==> src/rtl/cond_logic_unit.sv <==
// Conditional-execution unit: holds NZCV flags, evaluates Cond, gates write strobes.
// Optional macro FLAGS_OUT_EN exposes the registered flags on output port Flags.
module cond_logic_unit #(
   parameter int unsigned COND_W = 4,
   parameter int unsigned FLAG_W = 4
) (
   input  logic              CLK,
   input  logic              Reset,
   input  logic [COND_W-1:0] Cond,
   input  logic [FLAG_W-1:0] ALUFlags,
   input  logic [1:0]        FlagW,
   input  logic              PCS,
   input  logic              RegW,
   input  logic              MemW,
   input  logic              NoWrite,
   output logic              PCSrc,
   output logic              RegWrite,
   output logic              MemWrite,
   output logic              CondEx
`ifdef FLAGS_OUT_EN
   ,
   output logic [FLAG_W-1:0] Flags
`endif
);

   logic [1:0] flags_nz_q;
   logic [1:0] flags_cv_q;
   logic       flag_n, flag_z, flag_c, flag_v;
   logic       wr_nz, wr_cv;

   assign flag_n = flags_nz_q[1];
   assign flag_z = flags_nz_q[0];
   assign flag_c = flags_cv_q[1];
   assign flag_v = flags_cv_q[0];

   always_comb begin
      CondEx = 1'b0;
      unique case (Cond)
         4'b0000: CondEx = flag_z;
         4'b0001: CondEx = ~flag_z;
         4'b0010: CondEx = flag_c;
         4'b0011: CondEx = ~flag_c;
         4'b0100: CondEx = flag_n;
         4'b0101: CondEx = ~flag_n;
         4'b0110: CondEx = flag_v;
         4'b0111: CondEx = ~flag_v;
         4'b1000: CondEx = flag_c & ~flag_z;
         4'b1001: CondEx = ~flag_c | flag_z;
         4'b1010: CondEx = (flag_n == flag_v);
         4'b1011: CondEx = (flag_n != flag_v);
         4'b1100: CondEx = ~flag_z & (flag_n == flag_v);
         4'b1101: CondEx = flag_z | (flag_n != flag_v);
         4'b1110: CondEx = 1'b1;
         4'b1111: CondEx = 1'b0;
         default: CondEx = 1'b0;
      endcase
   end

   // Gate write enables with CondEx first so an unknown FlagW on a squashed
   // instruction cannot reach the flag registers.
   assign wr_nz = FlagW[1] & CondEx;
   assign wr_cv = FlagW[0] & CondEx;

   always_ff @(posedge CLK) begin
      if (Reset) begin
         flags_nz_q <= 2'b00;
         flags_cv_q <= 2'b00;
      end else begin
         if (wr_nz) flags_nz_q <= ALUFlags[3:2];
         if (wr_cv) flags_cv_q <= ALUFlags[1:0];
      end
   end

   assign PCSrc    = PCS & CondEx;
   assign RegWrite = RegW & CondEx & ~NoWrite;
   assign MemWrite = MemW & CondEx;

`ifdef FLAGS_OUT_EN
   assign Flags = {flags_nz_q, flags_cv_q};
`endif

endmodule

==> config.mk <==
export PLATFORM = sky130hd
export DESIGN_NAME = cond_logic_unit
export DESIGN_NICKNAME = d
export VERILOG_FILES = /design/src/rtl/cond_logic_unit.sv
export SDC_FILE = /design/constraint.sdc
export NUM_CORES = 1
export LEC_CHECK = 0
export ABC_AREA = 0
export BUFFER_PORTS_ARGS = -buffer_cell sky130_fd_sc_hd__buf_2
export CORE_AREA = 2 2 39 41
export CTS_BUF_LIST = sky130_fd_sc_hd__clkbuf_8
export CTS_CLUSTER_SIZE = 16
export DETAILED_ROUTE_END_ITERATION = 10
export DIE_AREA = 0 0 41 43
export PLACE_DENSITY = 0.63
export SYNTH_ARGS = -nofsm -noshare
export SYNTH_HDL_FRONTEND = slang
export SYNTH_SLANG_ARGS = --single-unit
==> constraint.sdc <==
create_clock -name CLK -period 1.72 [get_ports CLK]
set_input_delay 0.258 -clock CLK [delete_from_list [all_inputs] [get_ports CLK]]
set_output_delay 0.258 -clock CLK [all_outputs]
set_load 0.01 [all_outputs]
==> impl_metrics.toml, run 1 <==
[global_routing]
antenna_found_initial = 0
met2_usage_pct = 16.9
grt_pass1_wl_um = 1320
grt_pass1_vias = 354
grt-busiest-layer = "met2"
gr-usage-all-layers_pct = 11.1
grt_max_degree = 9
met3_usage_pct = 1.57
grt_overflow_total = 0
met1_usage_pct = 12.5

[worst_hold_path]
holdPathEnd = "flags_cv_q[1]"
min_from = "ALUFlags[1]"
holdCritPathClass = "input pin to flip-flop"
hold_depth = 3

[worst_setup_path]
crit_fanout = 4
crit_required_ns = 1.46
worstSetupPathType = "flip-flop to output port"
worst_r2r_path_depth = 8
rr_startpoint = "flags_cv_q[1]"
cp-end-kind = "output port"
reg2reg_to = "flags_cv_q[1]"
crit_arrival_ns = 1.53
ff2ff_setup_slack_ns = 0.07
cp-start-kind = "flip-flop"

[sta]
hold_viol = 0
finalCritPeriodShare_pct = 104
finClkSkew_ns = 0.00123
layout_setup_ws_ns = -0.0722
rsz0062_at_grt = "yes"
max_freq_mhz = 558
tns_ns = -0.222
tightest_slew_ns = 0.254
setup_violations = 4
final_max_slew_viol_count = 0
max-slew-margin-rel_pct = 83.1
timing.final.crit_period_ns = 1.79

[floorplanning]
fp-row-count = 14
die_width_um = 41
ioPinCount = 20
start_util_pct = 24.6
dieArea_um2 = 1760
die_height_um = 43
coreArea_um2 = 1380

[logic_synthesis]
ys_ff_latch = 4
synthXorXnorAreaFrac_pct = 12.9
synth.area.mux_share_pct = 14.7
syn_nets = 52
synth_area_um2 = 340
syn_inst = 36
synth_compound_area_share_pct = 14.7
syn_avg_cell_area_um2 = 9.45
synth_cell_types = 17
yosys_warnings = 0
ys_seq_area_share_pct = 23.5
synth_top_family_by_area = "simple AND/OR/NAND/NOR gates"
synthAdderAreaFrac_pct = 0
synthSimpleGateAreaFrac_pct = 33.1

[power_and_ir_drop]
p_leak_nw = 0.284
powerDensity_nw_per_um2 = 755
peakVddDrop_uv = 497

[placed_design]
io_buffers = 19
gp_congestion = 0.622
placed_cell_area_um2 = 515
dp_hpwl_um = 571

[clock_network]
postCtsHoldBufs = 0
cts.sinks = 4
ctsRootBufferMaster = "clkbuf_8"
clockBufferDepth = 2
clk_transition_reported_paths_ns = 0.03
numCtsBuffers = 3
insertion_delay_ns = 0.21
cts_tree = "built"
h-tree-depth = 1

[layout]
final_cell_mix = "buf_2 (17), buf_4 (9), nand2b_1 (8)"
layout_commonest_cell = "buf_2"
fin_area_um2 = 592
drive_gt1_share_pct = 62.7
diodes = 0
area_delta_synth_final_pct = 73.9
fillers = 149
fin_nets = 85
fin_util_pct = 42.8

[run_status]
outcome = "finished with violations"
violations = "negative setup slack"

[drt]
via_per_inst = 4.19
ant_nets = 0
drtIter0Drc = 0
detail_route.wirelength_um = 730
drcViolationCount = 0
first_pass_iters = 1
vias = 348
detail_route.wl_per_cell_um = 8.80

[run]
maxCapViolations = 0
[routing by layer]
| layer | vias up | share of wire, % |
|---|---|---|
| met1 | 151 | 37 |
| met5 | - | 0 |
| met3 | 0 | 4.9 |
| met2 | 9 | 58 |
| li1 | 188 | - |
| met4 | 0 | 0 |
[report_power, final]
part           internal [W]  switching, W
clock network      0.000149     0.0000455
registers          0.000101    0.00000642
logic             0.0000907     0.0000546
[layout make-up]
| cell class | instances | area (um2) | area share, % |
|---|---|---|---|
| multi-input cells | 31 | 270 | 45.7 |
| well taps | 16 | 20.0 | 3.38 |
| inverters | 1 | 3.75 | 0.634 |
| repair buffers | 28 | 175 | 29.6 |
| clock buffers | 3 | 41.3 | 6.98 |
| flip-flops and latches | 4 | 81.3 | 13.7 |
[logic make-up after synthesis]
group / Yosys count
AOI/OAI and AO/OA: 5
xor gates and xnor gates: 5
muxes: 5
and+or+nand+nor: 16
buffers and inverters: 1
DFF: 4
[how the worst max path moves through the flow]
| stage | startpoint | end | depth (start not counted) |
|---|---|---|---|
| after floorplan | flags_nz_q[0] | RegWrite | 5 |
| after global placement | Cond[1] | RegWrite | 7 |
| after detailed placement | Cond[1] | RegWrite | 7 |
| after CTS | flags_cv_q[1] | RegWrite | 6 |
| after global routing | flags_cv_q[1] | RegWrite | 6 |
| final | flags_cv_q[1] | PCSrc | 6 |
[sequential cells by signal (all words and copies together) (netlist names)]
register    flops
flags_cv_q      2
flags_nz_q      2
[metrics by stage]
step	power, W	cells	hold WS [ns]	setup slack [ns]
2_1_floorplan	0.000176	36	0.413	0.0940
3_3_place_gp	0.000233	79	0.489	0.00652
3_5_place_dp	0.000234	79	0.495	0.00863
4_1_cts	0.000451	83	0.295	-0.103
5_1_grt	0.000471	83	0.320	-0.134
6_report	0.000447	83	0.296	-0.0722
[worst max-delay path: stages (launching register included)]
cell     delay (ns)
dfxtp_2        0.33
o21ba_2        0.22
o22ai_2        0.15
xor2_1         0.18
o22ai_2        0.11
and2_2         0.20
buf_2          0.13
[cells in the mapped netlist]
library cell  count  area, um2
o22ai_2           1       12.5
o21ba_2           1       10.0
nand2b_1          8       50.1
mux2i_1           5       50.1
dfxtp_1           4       80.1
o22ai_1           1       6.26
nor2_1            1       3.75
or4_1             1       7.51
a2111oi_2         1       15.0
xor2_1            1       8.76
inv_1             1       3.75
and3b_2           1       10.0
xnor2_1           4       35.0
and2_4            2       17.5
and2_2            2       15.0
a31oi_1           1       6.26
and3b_1           1       8.76
[repair_timing]
action	CTS	global route
cloned	0	0
setup buffers	1	0
gates resized for setup	4	1
pin swaps	4	3
setup endpoints to repair	4	8
(Power assumes the default switching activity.)
==> run 2: changes to the inputs <==
ABC_AREA = 1   (was 0)
CORE_AREA = not set   (was 2 2 39 41)
CORE_UTILIZATION = 28   (was not set)
DIE_AREA = not set   (was 0 0 41 43)
clock period = 1.7 ns   (was 1.72 ns; I/O delays follow)
==> run 2 against run 1 <==
Effect of this change: the run still ends with negative setup slack left; combinational power increased by 32%; routed wire length increased by 51%; total power grew 14%; non-clock buffer count decreased by 5; final area grew 14%; clock-buffer cell count unchanged; largest cell class unchanged.
==> impl_metrics.toml, run 2 <==
[worst_hold_path]
holdCritPathClass = "input pin to flip-flop"
hold_depth = 4

[worst_setup_path]
crit_end = "RegWrite"
startpoint = "flags_cv_q[0]"
path_delay_family = "simple AND/OR/NAND/NOR gates"
cp.buffers_inverters = 4
crit_arrival_ns = 1.49
ff2ff_setup_slack_ns = 0.15
worstSetupPathType = "flip-flop to output port"
rr_startpoint = "flags_cv_q[0]"
cp-end-kind = "output port"
reg2reg_to = "flags_cv_q[1]"
cpMaxStageDelayCell = "dfxtp_2"
crit_required_ns = 1.44
worst_r2r_path_depth = 14
crit_fanout = 4
crit_cells = 13
cp-start-kind = "flip-flop"
critPathMaxStageDelay_ns = 0.33
path_cells = "inv_2, nand2_2, o21ai_2, or2_1, nand3_2, nand2_2, inv_2, nand2_4, nand2_4, inv_2, nand2_2, nor2_2, buf_2"

[global_routing]
grt_overflow_total = 0
antenna_found_initial = 0
grt_pass1_wl_um = 1730
grt_pass1_vias = 446
grt_max_degree = 9
gr-usage-all-layers_pct = 12.5

[sta]
layout_setup_ws_ns = -0.0449
hold_viol = 0
finalCritPeriodShare_pct = 103
timing.final.crit_period_ns = 1.74
tns_ns = -0.0449
final_max_slew_viol_count = 0
finClkSkew_ns = 0.00249
rsz0062_at_grt = "yes"
max_freq_mhz = 573
setup_violations = 1
max-slew-margin-rel_pct = 89.3
tightest_slew_ns = 0.160

[floorplanning]
ioPinCount = 20
die_height_um = 42.1
coreArea_um2 = 1510
dieArea_um2 = 1770
die_width_um = 42.1
fp-row-count = 14
start_util_pct = 29.9

[logic_synthesis]
async_flop_share_pct = 0
synth.area.top_cells = "nand2_1 (25%), dfxtp_1 (18%), inv_1 (13%)"
syn_avg_cell_area_um2 = 5.24
synth.area.mux_share_pct = 0
yosys.area.top_type_share_pct = 25.0
synth_area_um2 = 450
synth_top_area_cell = "nand2_1"
synthSimpleGateAreaFrac_pct = 61.1
yosysMostFrequentCell = "nand2_1"
ys_ff_latch = 4
synthAdderAreaFrac_pct = 0
yosys_warnings = 0
synthTopCellsByCount = "nand2_1 (30), inv_1 (16), nor2_1 (11)"
synth_top_family_by_area = "simple AND/OR/NAND/NOR gates"
synth_cell_types = 16
synth_compound_area_share_pct = 4.44
ys_seq_area_share_pct = 17.8
synth-edff-count = 0
syn_nets = 102
syn_inst = 86
synthXorXnorAreaFrac_pct = 0
synth_top_flop_cell = "dfxtp_1"

[drt]
wl_met3_um = 46
via_per_inst = 4.44
detail_route.wl_per_cell_um = 8.63
detail_route.wirelength_um = 1100
wl_met2_um = 541
ant_nets = 0
highest_layer = "met3"
vias = 568
first_pass_iters = 4
drtIter0Drc = 16
drt-met1-wl_um = 517
drcViolationCount = 0

[run_status]
outcome = "finished with violations"
violations = "negative setup slack"

[clock_network]
ctsRootBufferMaster = "clkbuf_8"
postCtsHoldBufs = 0
insertion_delay_ns = 0.22
numCtsBuffers = 3
cts_tree = "built"
cts.sinks = 4
clockBufferDepth = 2
clk_transition_reported_paths_ns = 0.03
h-tree-depth = 1

[placed_design]
pre_cts_slack_ns = 0.0708
gp_congestion = 0.856
placed_cell_area_um2 = 573
dp_hpwl_um = 844
io_buffers = 19

[layout]
diodes = 0
fin_util_pct = 44.9
area_delta_synth_final_pct = 50.0
fin_area_um2 = 676
drive_gt1_share_pct = 44.6
reg_top3 = "flags_cv_q (2), flags_nz_q (2)"
fin_nets = 130
final_cell_mix = "nand2_1 (25), buf_2 (19), inv_1 (15)"
layout_commonest_cell = "nand2_1"

[power_and_ir_drop]
seqPwrFrac_pct = 23.1
p_comb_share_pct = 37.8
power_w = 0.000508
p_leak_nw = 0.401
powerDensity_nw_per_um2 = 752
swShare_pct = 32.9
internal-power_w = 0.000341
power.switching_w = 0.000167
peakVddDrop_uv = 509
clkPwrFrac_pct = 39.0

[run]
maxCapViolations = 0
## run 2: changes by cell type after synthesis, sizes merged, moves of 4 or more
cell,previous run,this run
nand2b,8,0
nand4,0,4
nor2,1,12
inv,1,20
xnor2,4,0
and2,4,0
nand3,0,7
nand2,0,33
mux2i,5,0
## run 2: layer usage
layer,vias to the layer above,GRT usage [%]
met3,0,3.88
li1,312,-
met2,11,18.1
met1,245,17.5
met5,-,0
met4,0,3.75
## run 2: layout make-up
type | instances | area, um2
flip-flops and latches | 4 | 86.3
inverters | 20 | 77.6
fillers | 161 | 831
multi-input cells | 62 | 325
clock buffers | 3 | 41.3
well taps | 16 | 20.0
repair buffers | 23 | 125
## run 2: worst min-delay path: stages
cell and delay, ns:
buf_2 0.08, inv_1 0.06, nand2_1 0.07, nor2_1 0.03
## run 2: cells by family (layout without fill, tap and decap cells)
| family | Yosys count | count (layout) |
|---|---|---|
| AND/OR/NAND/NOR | 58 | 58 |
| buffers and inverters | 20 | 46 |
| AO/OA/AOI/OAI | 4 | 4 |
| flip-flops | 4 | 4 |
## run 2: through the flow
stage               hold WS, ns  cells
floorplan                 0.435     86
global placement          0.533    122
detailed placement        0.546    122
CTS                       0.315    126
global route              0.342    128
finish                    0.314    128
## run 2: how the worst min path moves through the flow
| stage | start | to | slack (ns) |
|---|---|---|---|
| 4_1_cts | Reset | flags_cv_q[0] | 0.32 |
| 3_3_place_gp | Reset | flags_nz_q[0] | 0.53 |
| 2_1_floorplan | Reset | flags_cv_q[0] | 0.43 |
| 6_report | Reset | flags_cv_q[0] | 0.31 |
| 3_5_place_dp | flags_cv_q[1] | flags_cv_q[1] | 0.55 |
| 5_1_grt | Reset | flags_cv_q[0] | 0.34 |
## run 2: power by group through the flow
| stage | combinational, W | sequential, W | clock, W |
|---|---|---|---|
| floorplan | 0.000112 | 0.000113 | 0 |
| CTS | 0.000174 | 0.000115 | 0.000207 |
| global route | 0.000216 | 0.000119 | 0.000210 |
| detailed placement | 0.000161 | 0.000115 | 0 |
| finish | 0.000192 | 0.000117 | 0.000198 |
| global placement | 0.000159 | 0.000115 | 0 |
## run 2: what timing repair did
item	CTS	global route
hold endpoints to repair	0	0
gates resized for setup	6	10
setup endpoints to repair	4	4
setup buffers	1	2
pin swaps	4	3
==> run 3: changes to the inputs <==
CORE_ASPECT_RATIO = 1.1   (was not set)
==> run 3 against run 2 <==
Effect of this change: the run still ends with negative setup slack left; final area increased by 1.9%; sequential power about the same; worst setup slack improved by 0.0038 ns; critical path type unchanged; largest power group is now combinational logic.
==> impl_metrics.toml, run 3 (synthesized netlist as in run 2, its figures left out) <==
[power_and_ir_drop]
peakVddDrop_uv = 606
clkPwrFrac_pct = 38.3
p_comb_share_pct = 38.7
power.switching_w = 0.000164
power_w = 0.000511
seqPwrFrac_pct = 22.9
internal-power_w = 0.000346
p_leak_nw = 0.409
powerDensity_nw_per_um2 = 742
swShare_pct = 32.2

[clock_network]
cts.sinks = 4
numCtsBuffers = 3
clk_transition_reported_paths_ns = 0.03
cts_tree = "built"
insertion_delay_ns = 0.21
clockBufferDepth = 2
ctsRootBufferMaster = "clkbuf_8"
h-tree-depth = 1

[layout]
reg_top3 = "flags_cv_q (2), flags_nz_q (2)"
layout_commonest_cell = "nand2_1"
fin_area_um2 = 688
area_delta_synth_final_pct = 52.8
final_cell_mix = "nand2_1 (25), buf_2 (19), inv_1 (15)"
diodes = 0
drive_gt1_share_pct = 45.6
fillers = 155
fin_nets = 132

[sta]
hold_viol = 0
max_freq_mhz = 574
finalCritPeriodShare_pct = 102
setup_violations = 1
final_max_slew_viol_count = 0
tightest_slew_ns = 0.182
max-slew-margin-rel_pct = 87.8
finClkSkew_ns = 0.00229
rsz0062_at_grt = "yes"
timing.final.crit_period_ns = 1.74
layout_setup_ws_ns = -0.0411
worst_hold_slack_ns = 0.301

[floorplanning]
start_util_pct = 31.4
ioPinCount = 20
dieArea_um2 = 1770
die_height_um = 44.1
fp-row-count = 14
coreArea_um2 = 1440
die_width_um = 40.2

[worst_setup_path]
cp-start-kind = "flip-flop"
cp-end-kind = "output port"
crit_required_ns = 1.44
critPathMaxStageDelay_ns = 0.32
crit_path_frequent_cell = "nand2_2"
worst_r2r_path_depth = 14
path_cells = "inv_2, nand2_2, nand2_2, nand2_2, nand2_1, nand2_1, nand3_2, nand2_2, nand2_4, nand2_4, inv_2, nand2_2, nor2_2, buf_2"
cpMaxStageDelayCell = "dfxtp_2"
crit_arrival_ns = 1.49
crit_fanout = 4
rr_startpoint = "flags_cv_q[0]"
reg2reg_to = "flags_cv_q[0]"
worstSetupPathType = "flip-flop to output port"
ff2ff_setup_slack_ns = 0.19

[global_routing]
grt_pass1_vias = 422
grt_max_degree = 9
antenna_found_initial = 0
grt_pass1_wl_um = 1520
gr-usage-all-layers_pct = 12.8
grt_overflow_total = 0

[placed_design]
placed_cell_area_um2 = 573
io_buffers = 19
dp_hpwl_um = 832
gp_congestion = 0.688

[run_status]
outcome = "finished with violations"
violations = "negative setup slack"

[drt]
vias = 567
drcViolationCount = 0
detail_route.wl_per_cell_um = 8.07
detail_route.wirelength_um = 1050
ant_nets = 0
drtIter0Drc = 8
via_per_inst = 4.36
first_pass_iters = 4

[run]
maxCapViolations = 0

[worst_hold_path]
holdCritPathClass = "input pin to flip-flop"
min_from = "Reset"
hold_depth = 4
holdPathEnd = "flags_nz_q[1]"
## run 3: changes by cell type in the layout (fill, tap and decap cells not counted)
cell     previous run  this run
nand3_2             4         3
buf_4               4         6
nand3_1             3         4
nor2_1             11        10
nor2_2              1         2
o21ai_1             1         0
o21ai_0             0         1
## run 3: power groups by stage
| stage | Combinational [W] | Clock, W | Sequential (W) |
|---|---|---|---|
| 2_1_floorplan | 0.000112 | 0 | 0.000113 |
| 6_report | 0.000198 | 0.000196 | 0.000117 |
| 3_3_place_gp | 0.000159 | 0 | 0.000115 |
| 3_5_place_dp | 0.000161 | 0 | 0.000115 |
| 4_1_cts | 0.000182 | 0.000202 | 0.000116 |
| 5_1_grt | 0.000222 | 0.000211 | 0.000119 |
## run 3: cell type report
type | instances | area (um2) | share of cell area (%)
Timing Repair Buffer | 25 | 140 | 20.4
Inverter | 20 | 77.6 | 11.3
Sequential cell | 4 | 86.3 | 12.5
Multi-Input combinational cell | 62 | 323 | 46.9
Clock buffer | 3 | 41.3 | 6.00
Tap cell | 16 | 20.0 | 2.91
## run 3: worst max-delay path by stage
stage / startpoint / slack, ns / cells after the start / to
after CTS: flags_nz_q[1] / -0.03 / 13 / RegWrite
final: flags_cv_q[0] / -0.04 / 14 / RegWrite
after global placement: flags_nz_q[1] / 0.08 / 13 / RegWrite
after detailed placement: Cond[0] / 0.06 / 15 / RegWrite
after floorplan: flags_nz_q[1] / 0.21 / 12 / RegWrite
after global routing: flags_cv_q[0] / -0.15 / 14 / RegWrite
## run 3: per-layer routing
layer,GRT usage [%],share of wire (%),vias up,routed length (um)
met5,0,0,-,0
met4,8.00,1.5,0,16
met3,4.52,4.7,5,49
met2,19.4,48,12,504
met1,15.0,46,232,479
li1,-,-,318,-
## run 3: what timing repair did
action	in CTS	in global routing
resized for setup	8	7
pin swaps	6	2
buffers inserted	3	2
endpoints found under the setup margin	4	4
hold buffers	0	0
## run 3: per-stage QoR
step	std cells	setup TNS, ns	setup WS, ns	util, %
floorplan	86	0	0.214	-
global placement	122	0	0.0792	39.9
detailed placement	122	0	0.0596	39.9
CTS	128	-0.0342	-0.0342	45.5
global route	130	-0.344	-0.150	47.9
finish	130	-0.0411	-0.0411	47.9
## run 3: worst max-delay path: cells and delay by family (launching register included)
family	cells	cell delay, ns
buffers and inverters	3	0.27
DFF	1	0.32
and+or+nand+nor	11	0.69
